==> config.mk <==
export PLATFORM = sky130hd
export DESIGN_NAME = fm_pingpong_ctrl
export DESIGN_NICKNAME = d
export VERILOG_FILES = /design/src/rtl/fm_pingpong_ctrl.sv
export SDC_FILE = /design/constraint.sdc
export NUM_CORES = 1
export LEC_CHECK = 0
export CAP_MARGIN = 20
export CELL_PAD_IN_SITES_DETAIL_PLACEMENT = 1
export CELL_PAD_IN_SITES_GLOBAL_PLACEMENT = 1
export CORE_ASPECT_RATIO = 0.7
export CORE_MARGIN = 2
export CORE_UTILIZATION = 39
export CTS_BUF_LIST = sky130_fd_sc_hd__clkbuf_8
export CTS_CLUSTER_SIZE = 40
export DETAILED_ROUTE_END_ITERATION = 6
export PLACE_DENSITY_LB_ADDON = 0.1
export SLEW_MARGIN = 5
export SYNTH_ARGS = -nofsm -noshare
export SYNTH_HDL_FRONTEND = slang
export SYNTH_SLANG_ARGS = --single-unit
==> constraint.sdc <==
create_clock -name clk -period 4.6 [get_ports clk]
set_clock_uncertainty 0.05 [all_clocks]
set_input_delay 1.15 -clock clk [delete_from_list [all_inputs] [get_ports clk]]
set_output_delay 1.15 -clock clk [all_outputs]
set_load 0.02 [all_outputs]
==> src/rtl/fm_pingpong_ctrl.sv <==
// fm_pingpong_ctrl: ownership and address sequencer for the FM multi-buffer
// store. The producer fills buffers in round-robin order, one 8-base row per
// accepted beat, while the extender claims and releases completed buffers in
// the same order. Each buffer cycles EMPTY -> FILLING -> FULL -> READING.
module fm_pingpong_ctrl #(
  parameter int FM_BUFFER_COUNT  = 2,
  parameter int FM_RAMS_COUNT    = 8,
  parameter int FM_ENTRIES_COUNT = 8,
  parameter int FM_OFFSET_COUNT  = 2,
  parameter int BASE_LEN         = 2,
  parameter int FRAG_LEN         = 8,
  localparam int ROWS       = FM_ENTRIES_COUNT * FM_OFFSET_COUNT,
  localparam int ROW_W      = $clog2(ROWS),
  localparam int BUF_W      = $clog2(FM_BUFFER_COUNT),
  localparam int INDICE_LEN = $clog2(ROWS * FRAG_LEN),
  localparam int LEN_W      = INDICE_LEN + 1,
  localparam int FRAG_W     = BASE_LEN * FRAG_LEN
) (
  input  logic              clk,
  input  logic              rst,
  input  logic              wr_valid,
  output logic              wr_ready,
  input  logic [FRAG_W-1:0] wr_frag,
  input  logic              wr_last,
  output logic              mem_wr_en,
  output logic [BUF_W-1:0]  mem_wr_buf,
  output logic [ROW_W-1:0]  mem_wr_row,
  output logic [FRAG_W-1:0] mem_wr_data,
  output logic              rd_avail,
  output logic [BUF_W-1:0]  rd_buf,
  output logic [LEN_W-1:0]  rd_len,
  input  logic              rd_take,
  input  logic              rd_done,
  output logic [BUF_W:0]    full_count
);

  typedef enum logic [1:0] {
    BUF_EMPTY,
    BUF_FILLING,
    BUF_FULL,
    BUF_READING
  } buf_state_e;

  localparam logic [ROW_W-1:0] ROW_LAST = ROW_W'(ROWS - 1);
  localparam logic [BUF_W-1:0] PTR_LAST = BUF_W'(FM_BUFFER_COUNT - 1);

  buf_state_e        state_q [FM_BUFFER_COUNT];
  buf_state_e        state_d [FM_BUFFER_COUNT];
  logic [LEN_W-1:0]  len_q   [FM_BUFFER_COUNT];
  logic [LEN_W-1:0]  len_d   [FM_BUFFER_COUNT];
  logic [BUF_W-1:0]  wr_ptr_q, wr_ptr_d;
  logic [BUF_W-1:0]  rd_ptr_q, rd_ptr_d;
  logic [ROW_W-1:0]  row_q, row_d;
  logic [BUF_W:0]    full_count_q, full_count_d;

  logic              wr_en_q;
  logic [BUF_W-1:0]  wr_buf_q;
  logic [ROW_W-1:0]  wr_row_q;
  logic [FRAG_W-1:0] wr_data_q;

  logic accept;
  logic close;
  logic wr_open;

  function automatic logic [BUF_W-1:0] ptr_next(input logic [BUF_W-1:0] p);
    return (p == PTR_LAST) ? '0 : p + 1'b1;
  endfunction

  // Write-side handshake; held low while reset is asserted so the
  // producer sees ready only from the first cycle after reset.
  always_comb begin
    wr_open  = (state_q[wr_ptr_q] == BUF_EMPTY) || (state_q[wr_ptr_q] == BUF_FILLING);
    wr_ready = wr_open & ~rst;
    accept   = wr_valid & wr_ready;
    close    = accept & (wr_last | (row_q == ROW_LAST));
  end

  // Next buffer states, lengths, pointers and row counter. Writer and reader
  // can never touch the same buffer in one cycle, so both updates apply.
  always_comb begin
    state_d  = state_q;
    len_d    = len_q;
    wr_ptr_d = wr_ptr_q;
    rd_ptr_d = rd_ptr_q;
    row_d    = row_q;

    if (accept) begin
      if (close) begin
        state_d[wr_ptr_q] = BUF_FULL;
        len_d[wr_ptr_q]   = (LEN_W'(row_q) + LEN_W'(1)) * LEN_W'(FM_RAMS_COUNT);
        row_d             = '0;
        wr_ptr_d          = ptr_next(wr_ptr_q);
      end else begin
        state_d[wr_ptr_q] = BUF_FILLING;
        row_d             = row_q + 1'b1;
      end
    end

    if (rd_done && (state_q[rd_ptr_q] == BUF_READING)) begin
      state_d[rd_ptr_q] = BUF_EMPTY;
      len_d[rd_ptr_q]   = '0;
      rd_ptr_d          = ptr_next(rd_ptr_q);
    end else if (rd_take && (state_q[rd_ptr_q] == BUF_FULL)) begin
      state_d[rd_ptr_q] = BUF_READING;
    end
  end

  // Occupancy of the current state; registered so it trails by one cycle.
  always_comb begin
    full_count_d = '0;
    for (int unsigned i = 0; i < FM_BUFFER_COUNT; i++) begin
      if ((state_q[i] == BUF_FULL) || (state_q[i] == BUF_READING)) begin
        full_count_d = full_count_d + 1'b1;
      end
    end
  end

  // Buffer ownership state register.
  always_ff @(posedge clk or posedge rst) begin
    if (rst) begin
      for (int unsigned i = 0; i < FM_BUFFER_COUNT; i++) begin
        state_q[i] <= BUF_EMPTY;
        len_q[i]   <= '0;
      end
      wr_ptr_q     <= '0;
      rd_ptr_q     <= '0;
      row_q        <= '0;
      full_count_q <= '0;
    end else begin
      state_q      <= state_d;
      len_q        <= len_d;
      wr_ptr_q     <= wr_ptr_d;
      rd_ptr_q     <= rd_ptr_d;
      row_q        <= row_d;
      full_count_q <= full_count_d;
    end
  end

  // RAM write port: one registered strobe per accepted beat.
  always_ff @(posedge clk or posedge rst) begin
    if (rst) begin
      wr_en_q   <= 1'b0;
      wr_buf_q  <= '0;
      wr_row_q  <= '0;
      wr_data_q <= '0;
    end else begin
      wr_en_q <= accept;
      if (accept) begin
        wr_buf_q  <= wr_ptr_q;
        wr_row_q  <= row_q;
        wr_data_q <= wr_frag;
      end
    end
  end

  // Output mapping.
  always_comb begin
    mem_wr_en   = wr_en_q;
    mem_wr_buf  = wr_buf_q;
    mem_wr_row  = wr_row_q;
    mem_wr_data = wr_data_q;
    rd_avail    = (state_q[rd_ptr_q] == BUF_FULL);
    rd_buf      = rd_ptr_q;
    rd_len      = len_q[rd_ptr_q];
    full_count  = full_count_q;
  end

endmodule
==> results.ini, run 1 <==
[status]
status=finished, final reports clean

[critical_path]
critPathArrivalTime_ns=2.45
worst-path-buf-inv=2
cpLargestDelayFamily=buffers and inverters
reg2reg_depth=4
crit_path_cell_trace=clkdlybuf4s50_1 -> nor2_1 -> clkdlybuf4s50_1
reg2reg_slack_ns=2.30
path_max_fanout=7
timing.rr.end=state_q[2]
worstPathRequired_ns=3.40
r2r-start=row_q[0]
cp-start-kind=input pin
crit_top_cell=clkdlybuf4s50_1
end_kind=output pin
slowest_stage=clkdlybuf4s50_1
path_class=input pin to output pin
slowest_delay_ns=0.62

[clocking]
clock_latency_ns=0.30
clockBufferDepth=2
cts.sinks=50
clk_pin_slew_ns=0.08
hold_buffers=0
ctsResizeCount=0
cts_max_level=2
cts_buffers=5
cts_setup_buffers=0
root_buffer=clkbuf_8
tritoncts=done

[layout]
drive_above_1_share=0.193
n_antenna_cell=0
nets=251
fillers=591
areaGrowthSynthToFinish_pct=32.0

[floorplanning]
die_h_um=67.3
rows=23
die-area_um2=6360
io_pins=57
core_area_um2=5610
die_x_um=94.5
start_util=0.398

[yosys]
yosys.area.top_type_share=0.560
synth.area.mux_share=0.173
ys_types=39
async_flop_share=1.00
synth_compound_area_frac=0.114
netlist_instances=171
netlist_top_cells_count=dfrtp_1, mux2_4, mux2_2
synth_enable_flop_cells=0
synth_top_family_by_area=multiplexers
yosys.area_share.simple=0.0891
yosys.area.top_type=dfrtp_1
ys_seq_area_frac=0.560
synthTopCellsByArea=dfrtp_1, mux2_4, mux2_2
synthAdderAreaFrac=0.0112
avgSynthCellArea_um2=13.1
ys_seq_elements=50
ys_warn_count=0
ys.flop_type=dfrtp_1
yosysMostFrequentCell=dfrtp_1
syn_area_um2=2230
syn_nets=195
synth_xor_xnor_area_share=0.00784

[timing]
rsz0062_at_grt=false
slew_violations=0
min_period_ns=3.65
worst_pin_slew_ns=1.03
slew_headroom=0.312
setup_viol=0
fmax_ghz=0.274
period_share=0.794
finalHoldViolCount=0
setup_tns_ns=0
layout_setup_ws_ns=0.947

[global_routing]
track_usage=0.172
grt_pass1_vias=1605
grt-ovfl-total=0
antenna_found_initial=0
grt_max_degree=51
grt_pass1_wl_um=8250

[power_and_ir_drop]
powerDensity_nw_per_um2=637
irDropWorstVdd_v=0.000277
power.leakage_nw=1.34

[detailed_routing]
vias=1584
drt-total-wl_um=5310
wl_met1_um=2600
via_per_inst=5.23
dr.pass1.iters=4
drc_errors=0
wl_met2_um=2440
drtIter0Drc=57
detailroute.wirelength.met3_um=217
top_layer=met4
ant_nets=0
post_drt_wl_per_cell_um=17.5

[place]
place_congestion=0.786
dp_hpwl_um=3740
pre_cts_ws_ns=0.968
portBuffers=56

[worst_hold_path]
hold_start=mem_wr_data[5]
hold_path_end=mem_wr_data[5]
holdCritPathClass=flop to flop
whs_path_depth=1

[flow_run]
cap_violations=0

[through the flow]
| step | power, mW | area, µm² | cells | util | hold slack [ns] |
|---|---|---|---|---|---|
| after global placement | 1.58 | 2830 | 294 | 0.504 | 0.423 |
| after CTS | 1.90 | 2930 | 302 | 0.522 | 0.466 |
| after detailed placement | 1.61 | 2830 | 294 | 0.504 | 0.440 |
| after floorplan | 1.25 | 2230 | 171 | - | 0.421 |
| after global routing | 1.99 | 2950 | 303 | 0.526 | 0.475 |
| final | 1.88 | 2950 | 303 | 0.526 | 0.463 |
[cells in the final DEF (no fill, tap or decap), types with 3 or more instances in the layout]
master and count:
a21oi_1 3, clkbuf_8 6, o211ai_1 6, buf_4 3, nand4_1 3, o21a_1 3, nor2_1 5, dfrtp_1 50
inv_1 4, o31ai_1 4, o21ai_0 11, clkdlybuf4s50_1 56, mux2_4 16, and3_1 8, mux2_2 13, nand2_1 7
[sequential cells by signal, indices dropped and copies added, names as in the netlist]
signal / cells
len_q: 16
row_q: 4
wr_ptr_q: 1
mem_wr_data: 16
mem_wr_buf: 1
mem_wr_en: 1
full_count: 2
mem_wr_row: 4
state_q: 4
rd_buf: 1
[worst max path at each step]
stage               start  slack [ns]  cells past startpoint       end
floorplan             rst        1.96                      1  wr_ready
global placement      rst         1.0                      3  wr_ready
detailed placement    rst        0.97                      3  wr_ready
CTS                   rst        0.96                      3  wr_ready
global route          rst        0.92                      3  wr_ready
finish                rst        0.95                      3  wr_ready
[report_power, final]
part,internal [mW],leakage [nW],switching (mW)
combinational,0.464,0.655,0.388
sequential,0.604,0.634,0.152
clock,0.124,0.0478,0.148
total,1.19,1.34,0.688
[worst register-to-register path, stage by stage (launching register included)]
cell	delay (ns)
dfrtp_1	0.48
ha_1	0.34
a31oi_1	0.81
a221oi_1	0.20
a311oi_1	0.32
[metal layers]
layer,global-route usage,vias to the layer above
met5,0,-
li1,-,731
met2,0.269,34
met4,0.0543,0
met3,0.0435,4
met1,0.237,815
[area by class of cell]
cell class,count,area [µm²],share of cell area
inverter,5,18.8,0.00636
clock buffer,6,82.6,0.0280
multi-input combinational,105,883,0.300
tap,75,93.8,0.0318
clock inverter,2,16.3,0.00552
sequential,50,1250,0.424
timing repair buffer,60,603,0.204
[cell families (layout without fill, tap and decap cells)]
group           after synthesis  in the layout
fa+ha+maj                     2              2
compound gates               38             38
xor+xnor                      2              2
mux                          29             29
flops                        50             50
simple gates                 34             34
buf+inv                      16             73
Power figures use the tool's default switching activity.
==> inputs of run 2 (changes only) <==
--- a/config.mk
+++ b/config.mk
@@ -10,7 +10,7 @@
 export CELL_PAD_IN_SITES_GLOBAL_PLACEMENT = 1
 export CORE_ASPECT_RATIO = 0.7
 export CORE_MARGIN = 2
-export CORE_UTILIZATION = 39
+export CORE_UTILIZATION = 36
 export CTS_BUF_LIST = sky130_fd_sc_hd__clkbuf_8
 export CTS_CLUSTER_SIZE = 40
 export DETAILED_ROUTE_END_ITERATION = 6
==> constraint.sdc (replaced) <==
create_clock -name clk -period 3.19 [get_ports clk]
set_clock_uncertainty 0.05 [all_clocks]
set_input_delay 0.7975 -clock clk [delete_from_list [all_inputs] [get_ports clk]]
set_output_delay 0.7975 -clock clk [all_outputs]
set_load 0.02 [all_outputs]
==> results.ini, run 2 (synthesis results as in run 1) <==
[clocking]
clockBufferDepth=2
cts_max_level=2
cts_buffers=5
cts_setup_buffers=0
hold_buffers=0
root_buffer=clkbuf_8
clk_pin_slew_ns=0.09
clock_latency_ns=0.30
cts.sinks=50
ctsResizeCount=0
tritoncts=done

[detailed_routing]
via_per_inst=5.37
ant_nets=0
drt-total-wl_um=5650
post_drt_wl_per_cell_um=18.5
drc_errors=0
dr.pass1.iters=4
drtIter0Drc=64
vias=1637

[timing]
fmax_ghz=0.351
finalHoldViolCount=0
timing.hold.ws_ns=0.461
worst_pin_slew_ns=0.596
slew_headroom=0.603
rsz0062_at_grt=false
slew_violations=0
setup_viol=0
setup_tns_ns=0
period_share=0.893
min_period_ns=2.85

[worst_hold_path]
holdCritPathClass=flop to flop
hold_start=mem_wr_buf
hold_path_end=mem_wr_buf
whs_path_depth=1

[floorplanning]
io_pins=57
die-area_um2=6860
rows=23
start_util=0.380
die_h_um=69.9
die_x_um=98.1
core_area_um2=5870

[global_routing]
track_usage=0.175
grt-ovfl-total=0
antenna_found_initial=0
grt_util_met3=0.0370
grt_use_met1=0.238
grt_pass1_vias=1736
grt_use_met2=0.285
grt_pass1_wl_um=9450
grt_max_degree=37
grt_busiest_layer=met2

[place]
place_congestion=0.830
dp_cells=297
dp_hpwl_um=4040
portBuffers=56

[layout]
finish.utilization=0.506
fillers=632
layout_commonest_cell=clkdlybuf4s50_1
layout_common_cells=clkdlybuf4s50_1, dfrtp_1, mux2_4
multi_input_area_um2=883
regArea_um2=1250
drive_above_1_share=0.191
n_antenna_cell=0
stdcell_count=305
nets=253
areaGrowthSynthToFinish_pct=33.1

[power_and_ir_drop]
power.leakage_nw=1.36
power.switching_uw=989
powerDensity_nw_per_um2=929
clock_power_share=0.155
p_sw_frac=0.358
p_int_mw=1.77
p_seq_frac=0.398
irDropWorstVdd_v=0.000434
combPwrFrac=0.448

[critical_path]
crit_path_cell_trace=mux2_2 -> clkdlybuf4s50_1
timing.rr.end=mem_wr_row[1]
worstPathRequired_ns=2.34
r2r-start=state_q[1]
path_class=flop to output pin
end_kind=output pin
reg2reg_depth=4
path_max_fanout=16
cp-start-kind=flop
cpLargestDelayFamily=flip-flops
slowest_delay_ns=0.73
slowest_stage=dfrtp_1
worst-path-buf-inv=1
reg2reg_slack_ns=1.30
critPathArrivalTime_ns=2.00

[status]
status=finished, final reports clean

[flow_run]
cap_violations=0

## run 2: stage by stage
stage	setup slack (ns)	power, mW	instance area (µm²)
final	0.342	2.76	2970
after global routing	0.271	2.92	2970
after CTS	0.340	2.79	2970
after detailed placement	0.394	2.35	2870
after global placement	0.411	2.29	2870
after floorplan	1.04	1.81	2230
## run 2: worst max-delay path by stage
stage	cells after the start	from	endpoint	slack, ns
6_report	2	rd_buf	rd_len[3]	0.34
2_1_floorplan	3	rd_buf	rd_avail	1.04
3_5_place_dp	3	rst	wr_ready	0.39
5_1_grt	2	rd_buf	rd_len[4]	0.27
4_1_cts	2	rd_buf	rd_len[3]	0.34
3_3_place_gp	3	rst	wr_ready	0.41
## run 2: area by class of cell
class / count / share of cell area
sequential: 50 / 0.421
multi-input combinational: 105 / 0.297
inverter: 5 / 0.00632
timing repair buffer: 62 / 0.208
clock inverter: 3 / 0.0126
tap: 75 / 0.0316
clock buffer: 5 / 0.0232
## run 2: metal layers
layer | vias to the layer above | part of all wire
li1 | 739 | -
met1 | 847 | 0.46
met2 | 43 | 0.48
met3 | 8 | 0.044
met4 | 0 | 0.011
met5 | - | 0
## run 2: power by group through the flow
stage | registers [mW] | clock network (mW) | logic [mW]
finish | 1.10 | 0.427 | 1.24
global placement | 1.08 | 0 | 1.21
floorplan | 1.20 | 0 | 0.606
CTS | 1.10 | 0.443 | 1.25
detailed placement | 1.11 | 0 | 1.24
global route | 1.13 | 0.470 | 1.32
==> inputs of run 3 (changes only) <==
--- a/config.mk
+++ b/config.mk
@@ -15,6 +15,8 @@
 export CTS_CLUSTER_SIZE = 40
 export DETAILED_ROUTE_END_ITERATION = 6
 export PLACE_DENSITY_LB_ADDON = 0.1
+export REMOVE_ABC_BUFFERS = 1
+export SETUP_SLACK_MARGIN = 0.5
 export SLEW_MARGIN = 5
 export SYNTH_ARGS = -nofsm -noshare
 export SYNTH_HDL_FRONTEND = slang
==> results.ini, run 3 (synthesis results as in run 1) <==
[global_routing]
grt_max_degree=26
antenna_found_initial=0
grt_pass1_wl_um=9180
grt-ovfl-total=0
grt_pass1_vias=1792
track_usage=0.168

[timing]
layout_setup_ws_ns=0.556
setup_tns_ns=0
rsz0062_at_grt=true
fmax_ghz=0.380
setup_viol=0
slew_violations=0
min_period_ns=2.63
finalHoldViolCount=0
worst_pin_slew_ns=0.515
period_share=0.826
slew_headroom=0.656

[floorplanning]
die_h_um=69.9
core_area_um2=5870
die_x_um=98.1
rows=23
die-area_um2=6860
start_util=0.380
io_pins=57

[power_and_ir_drop]
irDropWorstVdd_v=0.000406
p_total_mw=2.76
power.leakage_nw=1.37
powerDensity_nw_per_um2=924

[critical_path]
crit_path_cell_trace=clkdlybuf4s50_1 -> nor2_1 -> dlygate4sd2_1
crit_end=wr_ready
path_class=input pin to output pin
r2r-start=state_q[1]
path_max_fanout=7
worstPathRequired_ns=2.34
end_kind=output pin
cp-start-kind=input pin
timing.rr.end=mem_wr_data[2]
slowest_delay_ns=0.52
cp-startpoint=rst
critPathArrivalTime_ns=1.79
slowest_stage=clkdlybuf4s50_1
reg2reg_depth=4
reg2reg_slack_ns=1.36

[clocking]
clk_pin_slew_ns=0.08
root_buffer=clkbuf_8
hold_buffers=0
cts.sinks=50
clockBufferDepth=2
cts_buffers=5
tritoncts=done
cts_max_level=2
clock_latency_ns=0.30

[layout]
areaGrowthSynthToFinish_pct=33.8
layout_common_cells=clkdlybuf4s50_1, dfrtp_1, mux2_4
layout_commonest_cell=clkdlybuf4s50_1
nets=256
drive_above_1_share=0.219
n_antenna_cell=0
stdcell_count=308
fillers=613
finish.utilization=0.509

[status]
status=finished, final reports clean

[place]
dp_cells=298
pre_cts_ws_ns=0.257
portBuffers=56
dp_hpwl_um=4000
place_congestion=0.821

[flow_run]
cap_violations=0

[detailed_routing]
drt-total-wl_um=5440
dr.pass1.iters=4
via_per_inst=5.26
drc_errors=0
vias=1620
post_drt_wl_per_cell_um=17.7
ant_nets=0
drtIter0Drc=53

[worst_hold_path]
holdCritPathClass=flop to flop
whs_path_depth=1

run 3: worst min-delay path by stage:
stage / start / endpoint / slack [ns]
after detailed placement: len_q[1] / len_q[1] / 0.44
after global routing: len_q[2] / len_q[2] / 0.48
after CTS: mem_wr_data[1] / mem_wr_data[1] / 0.47
after global placement: mem_wr_buf / mem_wr_buf / 0.43
final: mem_wr_data[1] / mem_wr_data[1] / 0.46
after floorplan: len_q[0] / len_q[0] / 0.42
run 3: layer usage:
metal | track usage | share of wire | up-vias
met2 | 0.253 | 0.47 | 45
met3 | 0.0390 | 0.051 | 9
met5 | 0 | 0 | -
li1 | - | - | 739
met1 | 0.244 | 0.47 | 827
met4 | 0.0487 | 0.012 | 0
run 3: where the power goes:
part	switching, mW	internal [mW]	leakage [nW]
Combinational	0.566	0.684	0.677
Clock	0.201	0.219	0.0575
Sequential	0.220	0.872	0.633
run 3: cell type report:
class | instances | area [µm²] | area share
clock buffers | 8 | 110 | 0.0369
inverters | 5 | 18.8 | 0.00628
multi-input cells | 105 | 886 | 0.296
flip-flops and latches | 50 | 1250 | 0.419
well taps | 75 | 93.8 | 0.0314
repair buffers | 65 | 627 | 0.210
run 3: stage by stage:
| step | hold WS (ns) | area [µm²] |
|---|---|---|
| 2_1_floorplan | 0.421 | 2150 |
| 3_3_place_gp | 0.430 | 2860 |
| 3_5_place_dp | 0.442 | 2860 |
| 4_1_cts | 0.465 | 2990 |
| 5_1_grt | 0.477 | 2990 |
| 6_report | 0.462 | 2990 |
run 3: what timing repair did:
action                                  in CTS  in global routing
setup buffers                                2                  0
resized for setup                            2                  1
endpoints found under the setup margin      10                  6
gates cloned                                 0                  0
run 3: critical path, delay by kind of cell:
| kind | cells | cell delay [ns] |
|---|---|---|
| buf+inv | 2 | 0.85 |
| simple gates | 1 | 0.14 |
